`src/rtl/synth_pkg.sv`:
```
// Shared types and constants for the ADSR voice channel.
// The LFSR constants are only referenced when ADSR_NOISE_WAVE_EN is defined.
package synth_pkg;

  typedef enum logic [2:0] {
    ENV_IDLE    = 3'd0,
    ENV_ATTACK  = 3'd1,
    ENV_DECAY   = 3'd2,
    ENV_SUSTAIN = 3'd3,
    ENV_RELEASE = 3'd4
  } env_state_t;

  typedef enum logic [1:0] {
    WAVE_SQUARE   = 2'b00,
    WAVE_TRIANGLE = 2'b01,
    WAVE_SAW      = 2'b10,
    WAVE_NOISE    = 2'b11
  } waveform_t;

  localparam logic [15:0] LFSR_SEED = 16'hACE1;
  // Right-shifting Galois form of the x^16 + x^14 + x^13 + x^11 + 1 polynomial
  localparam logic [15:0] LFSR_TAPS = 16'hB400;

  function automatic logic [15:0] lfsr_next(input logic [15:0] s);
    return s[0] ? ((s >> 1) ^ LFSR_TAPS) : (s >> 1);
  endfunction

endpackage

```
`src/rtl/adsr_envelope.sv`:
```
// ADSR envelope generator: gate edge detection, per-state rate divider and level FSM.
// rst is active-low and is expected to be already release-synchronised by the parent.
module adsr_envelope
  import synth_pkg::*;
#(
  parameter int E = 8,
  parameter int R = 8
) (
  input  logic         clk,
  input  logic         rst,
  input  logic         gate,
  input  logic [R-1:0] attack_rate,
  input  logic [R-1:0] decay_rate,
  input  logic [R-1:0] release_rate,
  input  logic [E-1:0] sustain_level,
  output env_state_t   state,
  output logic [E-1:0] level
);

  localparam logic [E-1:0] LEVEL_MAX = '1;

  env_state_t   state_reg, state_next;
  logic [E-1:0] level_reg, level_next;
  logic [R-1:0] rate_cnt_reg, rate_cnt_next;
  logic [R-1:0] cur_rate;
  logic         gate_q_reg;
  logic         rise, fall, tick;

  assign rise = gate & ~gate_q_reg;
  assign fall = ~gate & gate_q_reg;
  assign tick = (rate_cnt_reg == cur_rate);

  always_comb begin
    cur_rate = '0;
    case (state_reg)
      ENV_ATTACK:  cur_rate = attack_rate;
      ENV_DECAY:   cur_rate = decay_rate;
      ENV_RELEASE: cur_rate = release_rate;
      default:     cur_rate = '0;
    endcase
  end

  // Bounds are tested before stepping, so the level saturates instead of wrapping
  always_comb begin
    state_next = state_reg;
    level_next = level_reg;
    case (state_reg)
      ENV_IDLE: ;
      ENV_ATTACK: begin
        if (fall)                        state_next = ENV_RELEASE;
        else if (level_reg == LEVEL_MAX) state_next = ENV_DECAY;
        else if (tick)                   level_next = level_reg + E'(1);
      end
      ENV_DECAY: begin
        if (fall)                            state_next = ENV_RELEASE;
        else if (level_reg <= sustain_level) state_next = ENV_SUSTAIN;
        else if (tick)                       level_next = level_reg - E'(1);
      end
      ENV_SUSTAIN: begin
        if (fall) state_next = ENV_RELEASE;
        else      level_next = sustain_level;
      end
      ENV_RELEASE: begin
        if (level_reg == '0) state_next = ENV_IDLE;
        else if (tick)       level_next = level_reg - E'(1);
      end
      default: state_next = ENV_IDLE;
    endcase
    // A new note restarts the attack from wherever the level currently is
    if (rise) begin
      state_next = ENV_ATTACK;
      level_next = level_reg;
    end
  end

  always_comb begin
    rate_cnt_next = '0;
    if (rise || (state_next != state_reg))
      rate_cnt_next = '0;
    else if (state_reg inside {ENV_ATTACK, ENV_DECAY, ENV_RELEASE})
      rate_cnt_next = tick ? '0 : rate_cnt_reg + R'(1);
  end

  always_ff @(posedge clk or negedge rst) begin
    if (!rst) begin
      state_reg    <= ENV_IDLE;
      level_reg    <= '0;
      rate_cnt_reg <= '0;
      gate_q_reg   <= 1'b0;
    end else begin
      state_reg    <= state_next;
      level_reg    <= level_next;
      rate_cnt_reg <= rate_cnt_next;
      gate_q_reg   <= gate;
    end
  end

  assign state = state_reg;
  assign level = level_reg;

endmodule

```
`src/rtl/adsr_channel.sv`:
```
// One synthesiser voice: pitch divider, phase oscillator, waveform select and envelope mixing.
// Define ADSR_NOISE_WAVE_EN to make waveform 2'b11 an LFSR noise source; otherwise it plays square.
module adsr_channel
  import synth_pkg::*;
#(
  parameter int M = 6,
  parameter int N = 11,
  parameter int C = 12,
  parameter int E = 8,
  parameter int R = 8
) (
  input  logic         clk,
  input  logic         rst,
  input  logic [C-1:0] pitch,
  input  logic [1:0]   waveform,
  input  logic         gate,
  input  logic [R-1:0] attack_rate,
  input  logic [R-1:0] decay_rate,
  input  logic [R-1:0] release_rate,
  input  logic [E-1:0] sustain_level,
  output logic [2:0]   env_state,
  output logic [N-1:0] out
);

  localparam int TRI_SHIFT = N - M + 1;
  localparam int SAW_SHIFT = N - M;

  // Reset asserts asynchronously but leaves on a clock edge
  logic rst_meta_reg, rst_sync_reg;

  always_ff @(posedge clk or negedge rst) begin
    if (!rst) begin
      rst_meta_reg <= 1'b0;
      rst_sync_reg <= 1'b0;
    end else begin
      rst_meta_reg <= 1'b1;
      rst_sync_reg <= rst_meta_reg;
    end
  end

  logic [C-1:0] pitch_cnt_reg;
  logic [M-1:0] period_reg;
  logic         step;

  assign step = (pitch_cnt_reg == '0);

  always_ff @(posedge clk or negedge rst_sync_reg) begin
    if (!rst_sync_reg) begin
      pitch_cnt_reg <= '0;
      period_reg    <= '0;
    end else begin
      pitch_cnt_reg <= step ? pitch : pitch_cnt_reg - C'(1);
      if (step) period_reg <= period_reg + M'(1);
    end
  end

`ifdef ADSR_NOISE_WAVE_EN
  logic [15:0] lfsr_reg;

  always_ff @(posedge clk or negedge rst_sync_reg) begin
    if (!rst_sync_reg)
      lfsr_reg <= LFSR_SEED;
    else if (step && (period_reg == '1))
      lfsr_reg <= lfsr_next(lfsr_reg);
  end
`endif

  env_state_t   env_state_w;
  logic [E-1:0] level;

  adsr_envelope #(
    .E(E),
    .R(R)
  ) u_envelope (
    .clk          (clk),
    .rst          (rst_sync_reg),
    .gate         (gate),
    .attack_rate  (attack_rate),
    .decay_rate   (decay_rate),
    .release_rate (release_rate),
    .sustain_level(sustain_level),
    .state        (env_state_w),
    .level        (level)
  );

  assign env_state = env_state_w;

  logic [M-1:0] tri_dist;
  logic [N-1:0] tri_wave, saw_wave, square_wave, wave;

  always_comb begin
    // Distance from phase 0 around the cycle; peaks at half-period
    tri_dist    = period_reg[M-1] ? -period_reg : period_reg;
    tri_wave    = tri_dist[M-1] ? '1 : (N'(tri_dist) << TRI_SHIFT);
    saw_wave    = N'(period_reg) << SAW_SHIFT;
    square_wave = period_reg[M-1] ? '0 : '1;
    wave        = square_wave;
    case (waveform_t'(waveform))
      WAVE_SQUARE:   wave = square_wave;
      WAVE_TRIANGLE: wave = tri_wave;
      WAVE_SAW:      wave = saw_wave;
`ifdef ADSR_NOISE_WAVE_EN
      default:       wave = lfsr_reg[15 -: N];
`else
      default:       wave = square_wave;
`endif
    endcase
  end

  logic [N+E-1:0] product;

  assign product = (N+E)'(wave) * (N+E)'(level);

  always_ff @(posedge clk or negedge rst_sync_reg) begin
    if (!rst_sync_reg) out <= '0;
    else               out <= N'(product >> E);
  end

endmodule

```
`config.mk`:
```
export PLATFORM = sky130hd
export DESIGN_NAME = adsr_channel
export DESIGN_NICKNAME = d
export VERILOG_FILES = /design/src/rtl/synth_pkg.sv /design/src/rtl/adsr_envelope.sv /design/src/rtl/adsr_channel.sv
export SDC_FILE = /design/constraint.sdc
export NUM_CORES = 1
export LEC_CHECK = 0
export BUFFER_PORTS_ARGS = -buffer_cell sky130_fd_sc_hd__buf_2
export CAP_MARGIN = 20
export CORE_ASPECT_RATIO = 0.9
export CORE_MARGIN = 3
export CORE_UTILIZATION = 50
export DETAILED_ROUTE_END_ITERATION = 7
export HOLD_SLACK_MARGIN = 0.1
export PLACE_DENSITY = 0.8
export SYNTH_ARGS = -nofsm -noshare
export SYNTH_HDL_FRONTEND = slang
export SYNTH_SLANG_ARGS = --single-unit
```
`constraint.sdc`:
```
create_clock -name clk -period 1.8 [get_ports clk]
set_clock_uncertainty 0.15 [all_clocks]
set_input_delay 0.18 -clock clk [delete_from_list [all_inputs] [get_ports clk]]
set_output_delay 0.18 -clock clk [all_outputs]
set_load 0.005 [all_outputs]
```
Word level (Yosys, flattened, before mapping)

Index checks and enable logic that the tools add are counted.

Register bits: 51
Input port bits: 49
Output and inout port bits: 14
Logic and storage cells: 71

Add/sub/neg operators: 6
Multiply operators: 1
$lt $le $gt $ge: 1
Equality and inequality tests: 16
Mux-type cells: 26
Bitwise gates (word level): 5
Reductions and logical operators: 7

Operators with widths:

| cell                                                                  | number |
|---|---|
| 8-bit two-way mux                                                     | 11 |
| 8-bit one-hot mux with 4 select lines                                 | 1 |
| 8-bit one-hot mux with 3 select lines                                 | 1 |
| 11-bit two-way mux                                                    | 2 |
| 11-bit one-hot mux with 2 select lines                                | 1 |
| 3-bit two-way mux                                                     | 7 |
| 11-bit by 8-bit multiplier with 19-bit output                         | 1 |
| 8-bit by 1-bit adder with 8-bit output (second input constant)        | 2 |
| 3-bit one-hot mux with 5 select lines                                 | 1 |
| 12-bit logical NOT                                                    | 1 |
| 12-bit two-way mux                                                    | 1 |
| 2-bit inequality test (second input constant)                         | 6 |
| 12-bit by 1-bit subtractor with 12-bit output (second input constant) | 1 |
| 9-bit AND reduction                                                   | 1 |
| 8-bit == test                                                         | 1 |
| 8-bit == test (second input constant)                                 | 1 |
| 8-bit <= comparator                                                   | 1 |
| 8-bit logical NOT                                                     | 1 |
| 8-bit by 1-bit subtractor with 8-bit output (second input constant)   | 1 |
| 6-bit by 1-bit adder with 6-bit output (second input constant)        | 1 |
| 3-bit by 2-bit == test with 1-bit output (second input constant)      | 2 |
| 6-bit two-way mux                                                     | 1 |
| 6-bit negation                                                        | 1 |
| 4-bit nonzero test                                                    | 1 |
| 11 further kinds                                                      | 14 |

Logic depth before layout (Yosys ltp)

Depth in word-level cells: 8
Depth in mapped cells: 23
Depth with buffers taken out: 22

Hierarchy

A second synthesis with hierarchy kept.

Cell total of the unflattened synthesis: 669
Area total of the unflattened synthesis: 5997.0 um2

By module, submodules not included:

| module        | times used | cells each | area an instance (um2) | sequential area each (um2) |
|---|---|---|---|---|
| adsr_channel  | 1          | 443        | 4007.6                 | 775.7 |
| adsr_envelope | 1          | 226        | 1989.4                 | 500.5 |

Worst setup path after synthesis

No wires, ideal clock.

Path kind: register to register
Start: reg period_reg[3]
End: reg out[7]
Library setup time: 0.116 ns
Arrival time: 5.661 ns
Data required time: 1.534 ns
Slack: -4.127 ns
Stages on the path, launching flop included: 21
Path buffers: 2
Period minus slack after synthesis: 5.927 ns
Cell sequence: dfrtp_1 > clkbuf_1 > nor4bb_1 > nand3_1 > o21ai_0 > clkbuf_1 > nand2_1 > fa_1 > inv_1 > fa_1 > fa_1 > inv_1 > fa_1 > inv_1 > ha_1 > a21o_1 > a211oi_1 > a311oi_1 > o21ai_0 > or4b_2 > o311ai_0

Word-level cells in the longest chain between the ends: 5

Ends and longest elaborated chain:

| item                                              | RTL line            | source |
|---|---|---|
| start: declaration                                | adsr_channel.sv:42  | `logic [M-1:0] period_reg;` |
| start signal: assignment                          | adsr_channel.sv:53  | `if (step) period_reg <= period_reg + M'(1);` |
| 6-bit negation                                    | adsr_channel.sv:93  | `tri_dist = period_reg[M-1] ? -period_reg : period_reg;` |
| 6-bit two-way mux                                 | adsr_channel.sv:93  |  |
| 11-bit two-way mux                                | adsr_channel.sv:94  | `tri_wave = tri_dist[M-1] ? '1 : (N'(tri_dist) << TRI_SHIFT);` |
| 11-bit one-hot mux with 2 select lines (*)        | adsr_channel.sv:98  | `case (waveform_t'(waveform))` |
| 11-bit by 8-bit multiplier with 19-bit output (*) | adsr_channel.sv:112 | `assign product = (N+E)'(wave) * (N+E)'(level);` |
| net product[15]                                   | adsr_channel.sv:110 | `logic [N+E-1:0] product;` |
| end signal: assignment                            | adsr_channel.sv:116 | `else out <= N'(product >> E);` |
| end: declaration                                  | adsr_channel.sv:22  | `output logic [N-1:0] out` |

The timed path passes the listed nets; every way through them passes the cells marked *.
A chain may end at the register's enable or synchronous reset.

Worst setup path after layout

Start: reg period_reg[1]
End: reg out[7]

Same word-level chain as after synthesis.

==> flow_summary.toml <==
[sta]
tns_ps = -52890
worst_pin_slew_ps = 664
timing.final.crit_period_ps = 5370
finalSetupViolCount = 47
max_slew_margin_pct = 55.7
clock.fmax_mhz = 186
finalCritPeriodShare_pct = 298
rsz0062_at_grt = "yes"
finalMaxSlewViolations = 0
timing.final.ws_setup_ps = -3570
hold_viol_final = 0

[cts]
worstSkewPairLatency_ps = 310
clock-sinks = 51
max-clock-path-buffers = 2
cts_max_level = 2
cts_tree = "yes"
cts_root_buffer = "clkbuf_16"
numCtsBuffers = 5
clk_pin_slew_ps = 80

[place]
numPortBuffers = 62
dp_hpwl_mm = 11.7
gp_congestion = 0.937

[yosys]
synth_ff_type = "dfrtp_1"
synth_fp_nets = 794
async_reset_ff_share_pct = 100
yosysWarnings = 0
synth_area_per_cell_um2 = 9.17
synthesis.area_um2 = 5870
postSynthCellCount = 640
synth_edf_count = 0
ys_types = 63
ys_seq_elements = 51
ys_seq_area_share_pct = 21.7

[layout]
drive_above_1_share_pct = 46.9
largest_reg_flops = 12
area_growth_pct = 54.8
regArea_um2 = 1290
num_antenna_cells = 0
utilization_pct = 81.6
multi_input_area_um2 = 5080
n_fill_cell = 583
nets = 1040

[routing]
drt_first_pass_iters = 6
ant_nets = 0
drt_iter0_drc = 588
drc_errors = 0
num_vias = 6334
vias_per_cell = 6.10
drt-total-wl_mm = 21.6
routedWlPerCell_um = 20.8

[global_routing]
grt_max_degree = 27
grt_pass1_wl_mm = 29.5
grt_pass1_vias = 6346
track_usage_pct = 28.0
grt-ovfl-total = 0
antenna_found_initial = 0

[hold_path]
min_from = "sustain_level[1]"
min_path_type = "in2reg"

[worst_setup_path]
ff2ff_path_depth = 20
critical_path_class = "reg2reg"
r2r_slack_ps = -3570
start_kind = "flop"
r2r_end = "out[7]$_DFF_PN0_"
reg2reg_from = "period_reg[1]$_DFFE_PN0P_"
crit_fanout = 4
endpoint = "out[7]$_DFF_PN0_"
crit_required_ps = 1860
critPathLaunch = "period_reg[1]$_DFFE_PN0P_"
crit_path_end_kind = "flop"
cp.arrival_ps = 5430

[floorplan]
start_util_pct = 52.8
die-area_um2 = 13100
rows = 36
dieWidth_um = 120
ioPinCount = 63
die_h_um = 109
core-area_um2 = 11100

[run_status]
violations = "negative setup slack"
outcome = "complete, but fails checks"

[run]
maxCapViolations = 0
## layout by cell type (no fill, tap or decap), types with 8 or more instances in the layout
master / synthesis / routed
buf_4: 1 / 158
dlygate4sd3_1: 0 / 15
ha_4: 0 / 10
a21oi_2: 0 / 11
and2_1: 25 / 22
inv_2: 0 / 9
a31oi_1: 15 / 11
dfrtp_1: 51 / 45
xnor2_1: 27 / 23
ha_1: 57 / 47
buf_2: 5 / 63
nor2_1: 31 / 19
nand4_1: 11 / 11
nand3_1: 11 / 11
nand4bb_1: 24 / 22
nand2_2: 0 / 9
xor2_1: 11 / 11
buf_6: 1 / 24
inv_1: 86 / 77
fa_1: 48 / 43
a21oi_1: 25 / 12
nor3_2: 0 / 8
nand2_1: 55 / 38
o21ai_1: 1 / 10
## routing by layer
metal  wire length [um]  up-vias  track usage, %
li1                   -     2695               -
met1               7830     3096            32.2
met2              11200      400            53.5
met3               1340      143            3.27
met4               1290        0            10.9
met5                  0        -               0
## kinds of logic (layout without fill, tap and decap cells)
group	count (synthesis)	after routing	share of synthesized area, %
and+or+nand+nor	219	219	22.5
muxes	11	11	2.52
xor gates and xnor gates	38	38	5.67
DFF	51	51	21.7
AOI/OAI and AO/OA	101	101	11.4
buffers and inverters	114	361	7.59
other	1	1	0.0639
adders and majority gates	105	105	28.5
## worst max-delay path, cell delays in order, from the launching register on
cell and delay [ps]:
dfrtp_1 400, buf_4 170, nor3_4 230, a21oi_2 120, a21oi_2 200, buf_4 150
nand2_4 50, fa_1 570, inv_2 70, fa_2 540, fa_1 410, inv_1 90
fa_1 430, inv_2 80, ha_4 200, a21o_1 220, a211oi_4 320, a311oi_4 150
o21ai_2 150, or4b_4 470, o311ai_2 90
## per-stage QoR
| step | instance area (um^2) | hold slack, ps | setup WS [ps] | std cells |
|---|---|---|---|---|
| 6_report | 9080 | 129 | -3570 | 1039 |
| 3_3_place_gp | 7560 | -185 | -3390 | 966 |
| 4_1_cts | 8380 | 116 | -3460 | 1013 |
| 3_5_place_dp | 7560 | -184 | -3590 | 966 |
| 5_1_grt | 9080 | 146 | -3730 | 1039 |
| 2_1_floorplan | 6180 | -266 | -3400 | 640 |
## cell usage after synthesis (3+ instances only)
cell       count  share of area (%)
a31o_2         4               0.60
nand2_1       55                3.5
nand2b_1       6               0.64
nor4b_1        3               0.45
or3_1          3               0.32
mux2_4         7                1.8
buf_2          5               0.43
ha_1          57                 12
nor4_1         4               0.43
xnor2_1       27                4.0
a31oi_1       15                1.6
and2_1        25                2.7
inv_1         86                5.5
nor2_1        31                2.0
nor4b_2        3               0.77
nand4_1       11                1.2
fa_1          48                 16
nor3b_1        3               0.38
nand3_1       11               0.94
nand4bb_1     24                4.6
a21oi_1       25                2.1
a21o_1         7               0.90
o21ai_0       17                1.4
nor2b_1        8               0.85
o211ai_1       4               0.51
and3_1         4               0.43
clkbuf_1      21                1.3
a211oi_1       3               0.38
dfrtp_1       51                 22
nor3_1        15                1.3
xor2_1        11                1.6
## how the worst min path moves through the flow
| stage | to | slack [ps] | depth (start not counted) |
|---|---|---|---|
| global route | u_envelope.level[1]$_DFFE_PN0P_ | 150 | 3 |
| finish | u_envelope.level[1]$_DFFE_PN0P_ | 130 | 3 |
| floorplan | rst_meta_reg$_DFF_PN0_ | -270 | 0 |
| detailed placement | rst_meta_reg$_DFF_PN0_ | -180 | 1 |
| global placement | rst_meta_reg$_DFF_PN0_ | -190 | 1 |
| CTS | u_envelope.level[1]$_DFFE_PN0P_ | 120 | 3 |
## area by class of cell
type	count	share of cell area, %
sequential	51	14.2
clock inverter	3	0.248
multi-input combinational	475	55.9
inverter	86	3.55
timing repair buffer	267	22.6
tap	152	2.09
clock buffer	5	1.38
## timing repair
item	in CTS	in global routing
pin swaps	79	67
hold buffers	15	0
endpoints found under the setup margin	48	48
gates cloned	1	1
resized for setup	76	106
buffers inserted	33	31
endpoints found under the hold margin	15	0
Power is left out: the tool's default activity adds up to more than one toggle a clock period on the data nets, which glitch-free logic cannot reach.
